==> src/rtl/palette_pkg.sv <==
// Shared definitions for the palette fader: bank select encodings, the
// full-brightness level, the fader state type and the per-channel
// brightness scaling helper.
package palette_pkg;

  localparam logic [2:0] SEL_SPRITE = 3'd0;
  localparam logic [2:0] SEL_MAP    = 3'd1;
  localparam logic [2:0] SEL_GYM    = 3'd2;
  localparam logic [2:0] SEL_START  = 3'd3;

  // Brightness runs 0 (black) .. MAX_LEVEL (untouched colour).
  localparam logic [3:0] MAX_LEVEL  = 4'd8;

  typedef enum logic [2:0] {
    IDLE     = 3'd0,
    FADE_OUT = 3'd1,
    SWAP     = 3'd2,
    HOLD     = 3'd3,
    FADE_IN  = 3'd4
  } fade_state_t;

  // level/8 brightness on one 8-bit channel. Bits [10:3] of the 12-bit
  // product: at level 8 the product is ch<<3 so the channel passes exactly.
  function automatic logic [7:0] scale_channel(input logic [7:0] ch,
                                               input logic [3:0] level);
    logic [11:0] prod;
    prod = {4'd0, ch} * {8'd0, level};
    return prod[10:3];
  endfunction

endpackage

==> src/rtl/palette_fader_color_scaler.sv <==
// color_scaler: scales a {R,G,B} colour by fade_level/8 and registers it.
// Ports:
//   Clk, Reset  - clock, synchronous active-high reset (clears out_color)
//   in_color    - 24-bit colour from the palette lookup
//   fade_level  - brightness 0..8
//   out_color   - registered scaled colour, one cycle after its inputs
module color_scaler
  import palette_pkg::*;
(
  input  logic        Clk,
  input  logic        Reset,
  input  logic [23:0] in_color,
  input  logic [3:0]  fade_level,
  output logic [23:0] out_color
);

  logic [23:0] scaled_s;

  // Per-channel brightness scaling.
  always_comb begin
    scaled_s = {scale_channel(in_color[23:16], fade_level),
                scale_channel(in_color[15:8],  fade_level),
                scale_channel(in_color[7:0],   fade_level)};
  end

  // Output register, loaded every cycle independent of the fader state.
  always_ff @(posedge Clk) begin
    if (Reset) begin
      out_color <= 24'd0;
    end else begin
      out_color <= scaled_s;
    end
  end

endmodule

==> src/rtl/palette_fader.sv <==
// palette_fader: scene-transition controller in front of the palette lookup.
// Accepts a bank request, fades the colour out over frame ticks, swaps the
// palette bank, holds black, then fades back in.
// Ports:
//   Clk, Reset     - clock, synchronous active-high reset
//   frame_tick     - one-cycle pulse at start of vblank
//   scene_req/sel  - bank request (held until scene_ack) and requested bank
//   scene_ack      - one-cycle pulse: request accepted
//   in_color       - colour from palette lookup; out_color - faded, registered
//   palette_select - bank select to the palette lookup
//   fade_level     - current brightness 0..8
//   busy           - high whenever not IDLE
//   swap_pulse     - one-cycle pulse in the bank-swap cycle
//   done           - one-cycle pulse on return to IDLE
module palette_fader
  import palette_pkg::*;
#(
  parameter int unsigned STEP_FRAMES = 4,
  parameter int unsigned HOLD_FRAMES = 2,
  parameter logic [2:0]  RESET_SEL   = SEL_START
) (
  input  logic        Clk,
  input  logic        Reset,
  input  logic        frame_tick,
  input  logic        scene_req,
  input  logic [2:0]  scene_sel,
  output logic        scene_ack,
  input  logic [23:0] in_color,
  output logic [23:0] out_color,
  output logic [2:0]  palette_select,
  output logic [3:0]  fade_level,
  output logic        busy,
  output logic        swap_pulse,
  output logic        done
);

  localparam logic [15:0] STEP_LAST = 16'(STEP_FRAMES - 1);
  localparam logic [15:0] HOLD_LAST = 16'(HOLD_FRAMES - 1);

  fade_state_t state_r, state_s;
  logic [15:0] cnt_r, cnt_s;
  logic [3:0]  level_r, level_s;
  logic [2:0]  sel_r, sel_s;
  logic [2:0]  pend_r, pend_s;
  logic        ack_r, ack_s;
  logic        done_r, done_s;
  // Same-bank request accepted last cycle: done follows without any fade.
  logic        same_r, same_s;

  // State and control registers.
  always_ff @(posedge Clk) begin
    if (Reset) begin
      state_r <= IDLE;
      cnt_r   <= 16'd0;
      level_r <= MAX_LEVEL;
      sel_r   <= RESET_SEL;
      pend_r  <= 3'd0;
      ack_r   <= 1'b0;
      done_r  <= 1'b0;
      same_r  <= 1'b0;
    end else begin
      state_r <= state_s;
      cnt_r   <= cnt_s;
      level_r <= level_s;
      sel_r   <= sel_s;
      pend_r  <= pend_s;
      ack_r   <= ack_s;
      done_r  <= done_s;
      same_r  <= same_s;
    end
  end

  // Next-state, counter and level sequencing.
  always_comb begin
    state_s = state_r;
    cnt_s   = cnt_r;
    level_s = level_r;
    sel_s   = sel_r;
    pend_s  = pend_r;
    ack_s   = 1'b0;
    done_s  = 1'b0;
    same_s  = 1'b0;
    case (state_r)
      IDLE: begin
        done_s = same_r;
        // Ignore the still-held request while its ack/done is in flight.
        if (scene_req && !ack_r && !same_r) begin
          pend_s = scene_sel;
          ack_s  = 1'b1;
          cnt_s  = 16'd0;
          if (scene_sel == sel_r) begin
            same_s = 1'b1;
          end else begin
            state_s = FADE_OUT;
          end
        end else begin
          state_s = IDLE;
        end
      end
      FADE_OUT: begin
        if (frame_tick) begin
          if (cnt_r == STEP_LAST) begin
            cnt_s   = 16'd0;
            level_s = level_r - 4'd1;
            if (level_r == 4'd1) begin
              state_s = SWAP;
            end else begin
              state_s = FADE_OUT;
            end
          end else begin
            cnt_s = cnt_r + 16'd1;
          end
        end else begin
          cnt_s = cnt_r;
        end
      end
      SWAP: begin
        sel_s   = pend_r;
        cnt_s   = 16'd0;
        state_s = HOLD;
      end
      HOLD: begin
        if (frame_tick) begin
          if (cnt_r == HOLD_LAST) begin
            cnt_s   = 16'd0;
            state_s = FADE_IN;
          end else begin
            cnt_s = cnt_r + 16'd1;
          end
        end else begin
          cnt_s = cnt_r;
        end
      end
      FADE_IN: begin
        if (frame_tick) begin
          if (cnt_r == STEP_LAST) begin
            cnt_s   = 16'd0;
            level_s = level_r + 4'd1;
            if (level_r == (MAX_LEVEL - 4'd1)) begin
              state_s = IDLE;
              done_s  = 1'b1;
            end else begin
              state_s = FADE_IN;
            end
          end else begin
            cnt_s = cnt_r + 16'd1;
          end
        end else begin
          cnt_s = cnt_r;
        end
      end
      default: begin
        state_s = IDLE;
      end
    endcase
  end

  assign scene_ack      = ack_r;
  assign done           = done_r;
  assign palette_select = sel_r;
  assign fade_level     = level_r;
  assign busy           = (state_r != IDLE);
  assign swap_pulse     = (state_r == SWAP);

  color_scaler u_color_scaler (
    .Clk        (Clk),
    .Reset      (Reset),
    .in_color   (in_color),
    .fade_level (level_r),
    .out_color  (out_color)
  );

endmodule

==> config.mk <==
export PLATFORM = sky130hd
export DESIGN_NAME = palette_fader
export DESIGN_NICKNAME = d
export VERILOG_FILES = /design/src/rtl/palette_pkg.sv /design/src/rtl/palette_fader_color_scaler.sv /design/src/rtl/palette_fader.sv
export SDC_FILE = /design/constraint.sdc
export NUM_CORES = 1
export LEC_CHECK = 0
export CORE_UTILIZATION = 51
export DETAILED_ROUTE_END_ITERATION = 10
export PLACE_DENSITY = 0.79
export RECOVER_POWER = 100
export SYNTH_ARGS = -nofsm -noshare
export SYNTH_HDL_FRONTEND = slang
export SYNTH_SLANG_ARGS = --single-unit
==> constraint.sdc <==
create_clock -name Clk -period 4.7 [get_ports Clk]
set_input_delay 0.705 -clock Clk [delete_from_list [all_inputs] [get_ports Clk]]
set_output_delay 0.705 -clock Clk [all_outputs]
set_load 0.005 [all_outputs]
==> results of run 1 <==
==> cells by family (layout without fill, tap and decap cells) <==
group | after synthesis | in the layout
simple gates | 248 | 248
flops | 56 | 56
xor+xnor | 40 | 40
buf+inv | 80 | 136
compound gates | 58 | 58
fa+ha+maj | 77 | 77
mux | 4 | 4
==> flip-flops by register name, summed over array words and instances, names as in the netlist <==
| register | flops |
|---|---|
| cnt_r | 16 |
| done | 1 |
| fade_level | 4 |
| palette_select | 3 |
| pend_r | 3 |
| same_r | 1 |
| scene_ack | 1 |
| state_r | 3 |
| u_color_scaler.out_color | 24 |
==> metrics by stage <==
step | instance area [sq um] | power [W]
after CTS | 5710 | 0.00108
after floorplan | 4870 | 0.000704
after global routing | 5660 | 0.00111
after detailed placement | 5610 | 0.000794
after global placement | 5610 | 0.000786
final | 5660 | 0.00105
==> cell type report <==
cell class	count	area, sq um	area share (%)
inverters	59	221	3.91
multi-input cells	427	3400	60.0
clock inverters	1	7.51	0.133
flip-flops and latches	56	1120	19.8
repair buffers	69	668	11.8
well taps	129	161	2.85
clock buffers	7	86.3	1.52
==> critical path, stage by stage, from the launching register on <==
cell and delay [ns]:
dfxtp_1 0.61, clkbuf_1 0.69, nand2_1 0.16, fa_1 0.53
inv_1 0.06, fa_1 0.56, inv_1 0.06, fa_1 0.43
nor2b_1 0.15, o21ai_0 0.09, nand2b_1 0.15, a311oi_1 0.13
o21ai_0 0.16, nor3b_1 0.18
==> where the power goes <==
part | leakage, nW | switching, W | internal (W)
logic | 1.94 | 0.000133 | 0.000119
registers | 0.459 | 0.0000188 | 0.000497
clock network | 0.0445 | 0.000159 | 0.000120
total | 2.45 | 0.000311 | 0.000736
==> final timing paths <==
| check | slack, ns | to | cells after the start |
|---|---|---|---|
| worst max-delay path | 0.69 | u_color_scaler.out_color[23]$_SDFF_PP0_ | 13 |
| worst min-delay path | 0.47 | pend_r[0]$_SDFFE_PP0P_ | 2 |
| worst max register to register | 0.69 | u_color_scaler.out_color[23]$_SDFF_PP0_ | 13 |
| worst min register to register | 0.47 | pend_r[0]$_SDFFE_PP0P_ | 2 |
==> routing by layer <==
layer | GRT usage, % | part of all wire (%) | up-vias
met4 | 5.77 | 1.1 | 0
met5 | 0 | 0 | -
met1 | 26.2 | 46 | 1844
met2 | 36.8 | 49 | 80
li1 | - | - | 1968
met3 | 3.51 | 4.0 | 8
==> cell usage in the layout, fill, tap and decap left out, drive strengths merged, types with 6 or more instances in the layout <==
master	n
and2	60
nand3	13
xor2	17
xnor2	23
clkbuf	9
o21ai	14
nor2b	8
ha	41
nor3	15
nor2	49
nor4b	6
inv	59
dfxtp	56
clkdlybuf4s50	31
fa	36
dlygate4sd3	33
nand4	12
nand2	50
a21oi	19
nor3b	7
==> results.sh, run 1 <==
export IMPL_finalSetupViolCount=0
export IMPL_hold_buffers=0
export IMPL_fp_dieW_um=99.8
export IMPL_cts_buffer_depth=2
export IMPL_grt_pass1_wl_um=17100
export IMPL_wl_per_cell_um=12.9
export IMPL_synth_seq_cells=56
export IMPL_stdcell_count=748
export IMPL_core_area_sq_mm=0.00924
export IMPL_synth_most_common_cell="and2_1"
export IMPL_nets=726
export IMPL_cts_root_buf="clkbuf_8"
export IMPL_tightest_slew_ns=0.909
export IMPL_h_tree_depth=2
export IMPL_syn_area_per_cell_sq_um=8.66
export IMPL_crit_type="flop to flop"
export IMPL_tritoncts="yes"
export IMPL_ys_top_cells_by_area="dfxtp_1, fa_1, ha_1"
export IMPL_min_delay_start="pend_r[0]$_SDFFE_PP0P_"
export IMPL_worstSetupEndpointType="flop"
export IMPL_crit_fanout=18
export IMPL_worstPathRequired_ns=4.94
export IMPL_hold_class="flop to flop"
export IMPL_max_vdd_ir_drop_uv=127
export IMPL_synth_edff_count=0
export IMPL_synth_cells=563
export IMPL_rsz0062_at_grt="false"
export IMPL_max_freq_mhz=249
export IMPL_grtUsageTotal_pct=20.9
export IMPL_num_rows=35
export IMPL_synth_nets=671
export IMPL_async_flop_share_pct=0
export IMPL_ys_seq_area_share_pct=23.0
export IMPL_drv_slew=0
export IMPL_area_growth_pct=16.2
export IMPL_synth_area_leader_cell="dfxtp_1"
export IMPL_ctsResizeCount=0
export IMPL_drive_above_1_share_pct=4.20
export IMPL_synthXorXnorAreaFrac_pct=7.19
export IMPL_synth_compound_area_share_pct=8.11
export IMPL_antenna_cells=0
export IMPL_dp_hpwl_um=7570
export IMPL_gr_total_overflow=0
export IMPL_start_util_pct=52.8
export IMPL_startpoint="fade_level[1]$_SDFFE_PP0P_"
export IMPL_ant_nets=0
export IMPL_synth_simple_gate_area_share_pct=29.0
export IMPL_avgViaCountPerCell=5.21
export IMPL_synth_common_cells="and2_1, dfxtp_1, inv_1, nand2_1, nor2_1"
export IMPL_dieArea_sq_mm=0.00995
export IMPL_hold_viol=0
export IMPL_gp_congestion=0.844
export IMPL_start_kind="flop"
export IMPL_route_detailed_drc=0
export IMPL_outcome="completed"
export IMPL_post_route_util_pct=61.3
export IMPL_leakagePower_nw=2.45
export IMPL_synthMuxAreaShare_pct=0.821
export IMPL_relSlewSlack_pct=39.3
export IMPL_clk_pin_slew_ns=0.10
export IMPL_yosysWarnings=0
export IMPL_drt_wl_total_um=9660
export IMPL_synth_fa_ha_area_share_pct=25.3
export IMPL_synth_top_flop_cell="dfxtp_1"
export IMPL_firstDrtPassIters=4
export IMPL_worst_slack_ns=0.691
export IMPL_crit_arrival_ns=4.25
export IMPL_ios=66
export IMPL_grt_max_degree=31
export IMPL_numCtsBuffers=5
export IMPL_synth_top_family_by_area="simple AND/OR/NAND/NOR gates"
export IMPL_clock_skew_ns=0.0110
export IMPL_drt_iter0_drc=105
export IMPL_via_count=3900
export IMPL_clock_sinks=56
export IMPL_nFillCells=799
export IMPL_grt_antenna_before_repair=0
export IMPL_fin_crit_sh_pct=85.3
export IMPL_fp_dieH_um=99.8
export IMPL_cts_setup_buffers=0
export IMPL_dp_slack_ns=0.553
export IMPL_place_inst=740
export IMPL_fin_crit_ns=4.01
export IMPL_synth_top_cell_area_share_pct=23.0
export IMPL_syn_area_sq_mm=0.00487
export IMPL_timing_rr_start="fade_level[1]$_SDFFE_PP0P_"
export IMPL_yosys_cell_types_count=58
export IMPL_port_buffer_count=65
export IMPL_clk_latency_ns=0.31
export IMPL_grt_pass1_vias=3968
export IMPL_whs_ns=0.468
export IMPL_cellPowerDensity_mw_per_mm2=185
export IMPL_drv_cap=0
export IMPL_tns_ns=0
(Power assumes the default switching activity.)
==> run 2: changes to the inputs <==
GPL_TIMING_DRIVEN = 0   (was default)
clock period = 5.1 ns   (was 4.7 ns; I/O delays follow)
==> run 2 against run 1 <==
Critical endpoint is now u_color_scaler.out_color[7]$_SDFF_PP0_. Sequential share of layout area is 0.28 points lower. Cell count up 2.3%. Non-clock buffer count increased by 17. Global-route usage is 3.4 points higher. Total power is 5.8% lower. Register-to-register slack about the same.
==> results.sh, run 2 (same netlist as run 1, synthesis figures left out) <==
export IMPL_tritoncts="yes"
export IMPL_nets=743
export IMPL_worst_slack_ns=0.683
export IMPL_grt_pass1_vias=4140
export IMPL_area_growth_pct=17.9
export IMPL_worstPathRequired_ns=5.31
export IMPL_worstPathCellList="clkbuf_1 -> clkbuf_1 -> nand2_1 -> fa_1 -> inv_1 -> fa_1 -> fa_1 -> a21o_1 -> a21oi_1 -> o21ai_0 -> o41ai_1 -> xnor2_1 -> nor2_1"
export IMPL_dp_hpwl_um=8730
export IMPL_crit_arrival_ns=4.63
export IMPL_gp_congestion=0.871
export IMPL_fin_crit_sh_pct=86.6
export IMPL_h_tree_depth=2
export IMPL_crit_type="flop to flop"
export IMPL_startpoint="fade_level[3]$_SDFFE_PP1P_"
export IMPL_reg2regPathDepth=13
export IMPL_cts_setup_buffers=0
export IMPL_leakagePower_nw=2.49
export IMPL_ios=66
export IMPL_clk_pin_slew_ns=0.12
export IMPL_stdcell_count=765
export IMPL_start_kind="flop"
export IMPL_route_detailed_drc=0
export IMPL_slowest_delay_ns=0.55
export IMPL_largest_register_ffs=24
export IMPL_grtUsageTotal_pct=24.3
export IMPL_regMostFlops="u_color_scaler.out_color"
export IMPL_grt_pass1_wl_um=19300
export IMPL_fp_dieH_um=99.8
export IMPL_cellPowerDensity_mw_per_mm2=172
export IMPL_crit_top_cell="fa_1"
export IMPL_critPathBufInv=3
export IMPL_ctsResizeCount=0
export IMPL_min_delay_start="same_r$_SDFF_PP0_"
export IMPL_drt_iter0_drc=163
export IMPL_max_vdd_ir_drop_uv=117
export IMPL_sw_frac_of_total_pct=31.5
export IMPL_pwr_share_clk_pct=26.8
export IMPL_tns_ns=0
export IMPL_via_count=4113
export IMPL_crit_fanout=10
export IMPL_clk_latency_ns=0.33
export IMPL_cp_endpoint="u_color_scaler.out_color[7]$_SDFF_PP0_"
export IMPL_dieArea_sq_mm=0.00995
export IMPL_drv_cap=0
export IMPL_mostFrequentLayoutCell="and2_1"
export IMPL_firstDrtPassIters=4
export IMPL_intPower_w=0.000676
export IMPL_hold_buffers=0
export IMPL_worstSetupEndpointType="flop"
export IMPL_finalSetupViolCount=0
export IMPL_final_cell_mix="and2_1, inv_1, dfxtp_1, nand2_1, nor2_1"
export IMPL_outcome="completed"
export IMPL_core_area_sq_mm=0.00924
export IMPL_hold_class="flop to flop"
export IMPL_p_comb_share_pct=25.5
export IMPL_max_freq_mhz=226
export IMPL_avgViaCountPerCell=5.38
export IMPL_rsz0062_at_grt="false"
export IMPL_fp_dieW_um=99.8
export IMPL_worstSetupPathDepth=13
export IMPL_clock_sinks=56
export IMPL_grt_antenna_before_repair=0
export IMPL_gr_total_overflow=0
export IMPL_drive_above_1_share_pct=4.56
export IMPL_fin_crit_ns=4.42
export IMPL_drv_slew=0
export IMPL_reg2reg_to="u_color_scaler.out_color[7]$_SDFF_PP0_"
export IMPL_antenna_cells=0
export IMPL_numCtsBuffers=5
export IMPL_r2r_slack_ns=0.68
export IMPL_hold_viol=0
export IMPL_slowest_stage="fa_1"
export IMPL_tightest_slew_ns=0.832
export IMPL_timing_rr_start="fade_level[3]$_SDFFE_PP1P_"
export IMPL_seq_power_share_pct=47.6
export IMPL_grt_max_degree=20
export IMPL_start_util_pct=52.8
export IMPL_relSlewSlack_pct=44.4
export IMPL_cp_top_family="adder cells"
export IMPL_wl_per_cell_um=14.5
export IMPL_ant_nets=0
export IMPL_clock_skew_ns=0.0238
export IMPL_drt_wl_total_um=11100
export IMPL_p_sw_w=0.000311
export IMPL_cts_root_buf="clkbuf_8"
export IMPL_port_buffer_count=65
export IMPL_cts_buffer_depth=2
export IMPL_dp_slack_ns=0.713
export IMPL_place_inst=757
export IMPL_num_rows=35
[run 2: changes by cell type in the layout (fill, tap and decap cells not counted), sizes merged]
cell | before | now
clkbuf | 9 | 23
clkdlybuf4s50 | 31 | 30
clkinv | 0 | 1
dlygate4sd3 | 33 | 35
inv | 59 | 60
[run 2: worst min-delay path by stage]
stage / end / slack (ns) / cells after the start
finish: done$_SDFF_PP0_ / 0.47 / 2
global route: pend_r[1]$_SDFFE_PP0P_ / 0.50 / 2
CTS: pend_r[0]$_SDFFE_PP0P_ / 0.48 / 2
detailed placement: palette_select[1]$_SDFFE_PP1P_ / 0.46 / 1
global placement: palette_select[0]$_SDFFE_PP1P_ / 0.44 / 1
floorplan: palette_select[0]$_SDFFE_PP1P_ / 0.44 / 1
[run 2: tightest hold or removal path, delay by kind of cell, from the launching register on]
family | cells | cell delay [ns]
AO/OA/AOI/OAI | 1 | 0.05
AND/OR/NAND/NOR | 1 | 0.05
flip-flops | 1 | 0.33
[run 2: power by group through the flow]
stage / clock network, W / registers (W) / logic (W)
floorplan: 0 / 0.000482 / 0.000167
global placement: 0 / 0.000481 / 0.000259
CTS: 0.000272 / 0.000472 / 0.000266
global route: 0.000288 / 0.000473 / 0.000284
detailed placement: 0 / 0.000482 / 0.000265
finish: 0.000265 / 0.000470 / 0.000252
[run 2: metal layers]
layer | share of wire, % | track usage [%] | wire, um
met3 | 5.0 | 3.65 | 557
met1 | 44 | 31.2 | 4900
met5 | 0 | 0 | 0
met4 | 1.2 | 8.37 | 133
met2 | 50 | 41.7 | 5480
[run 2: layout make-up]
class / count / area [sq um]
Fill cell: 805 / 3490
Multi-Input combinational cell: 427 / 3400
Sequential cell: 56 / 1120
Timing Repair Buffer: 65 / 651
Inverter: 59 / 221
Tap cell: 129 / 161
Buffer: 21 / 91.3
Clock buffer: 5 / 68.8
Clock inverter: 3 / 27.5
[run 2: through the flow]
step	util (%)	cell area, sq um	total power, W	hold slack (ns)
3_3_place_gp	61.5	5690	0.000740	0.439
3_5_place_dp	61.5	5690	0.000747	0.456
4_1_cts	62.6	5780	0.00101	0.477
5_1_grt	62.2	5750	0.00105	0.504
2_1_floorplan	-	4870	0.000649	0.435
6_report	62.2	5750	0.000987	0.472
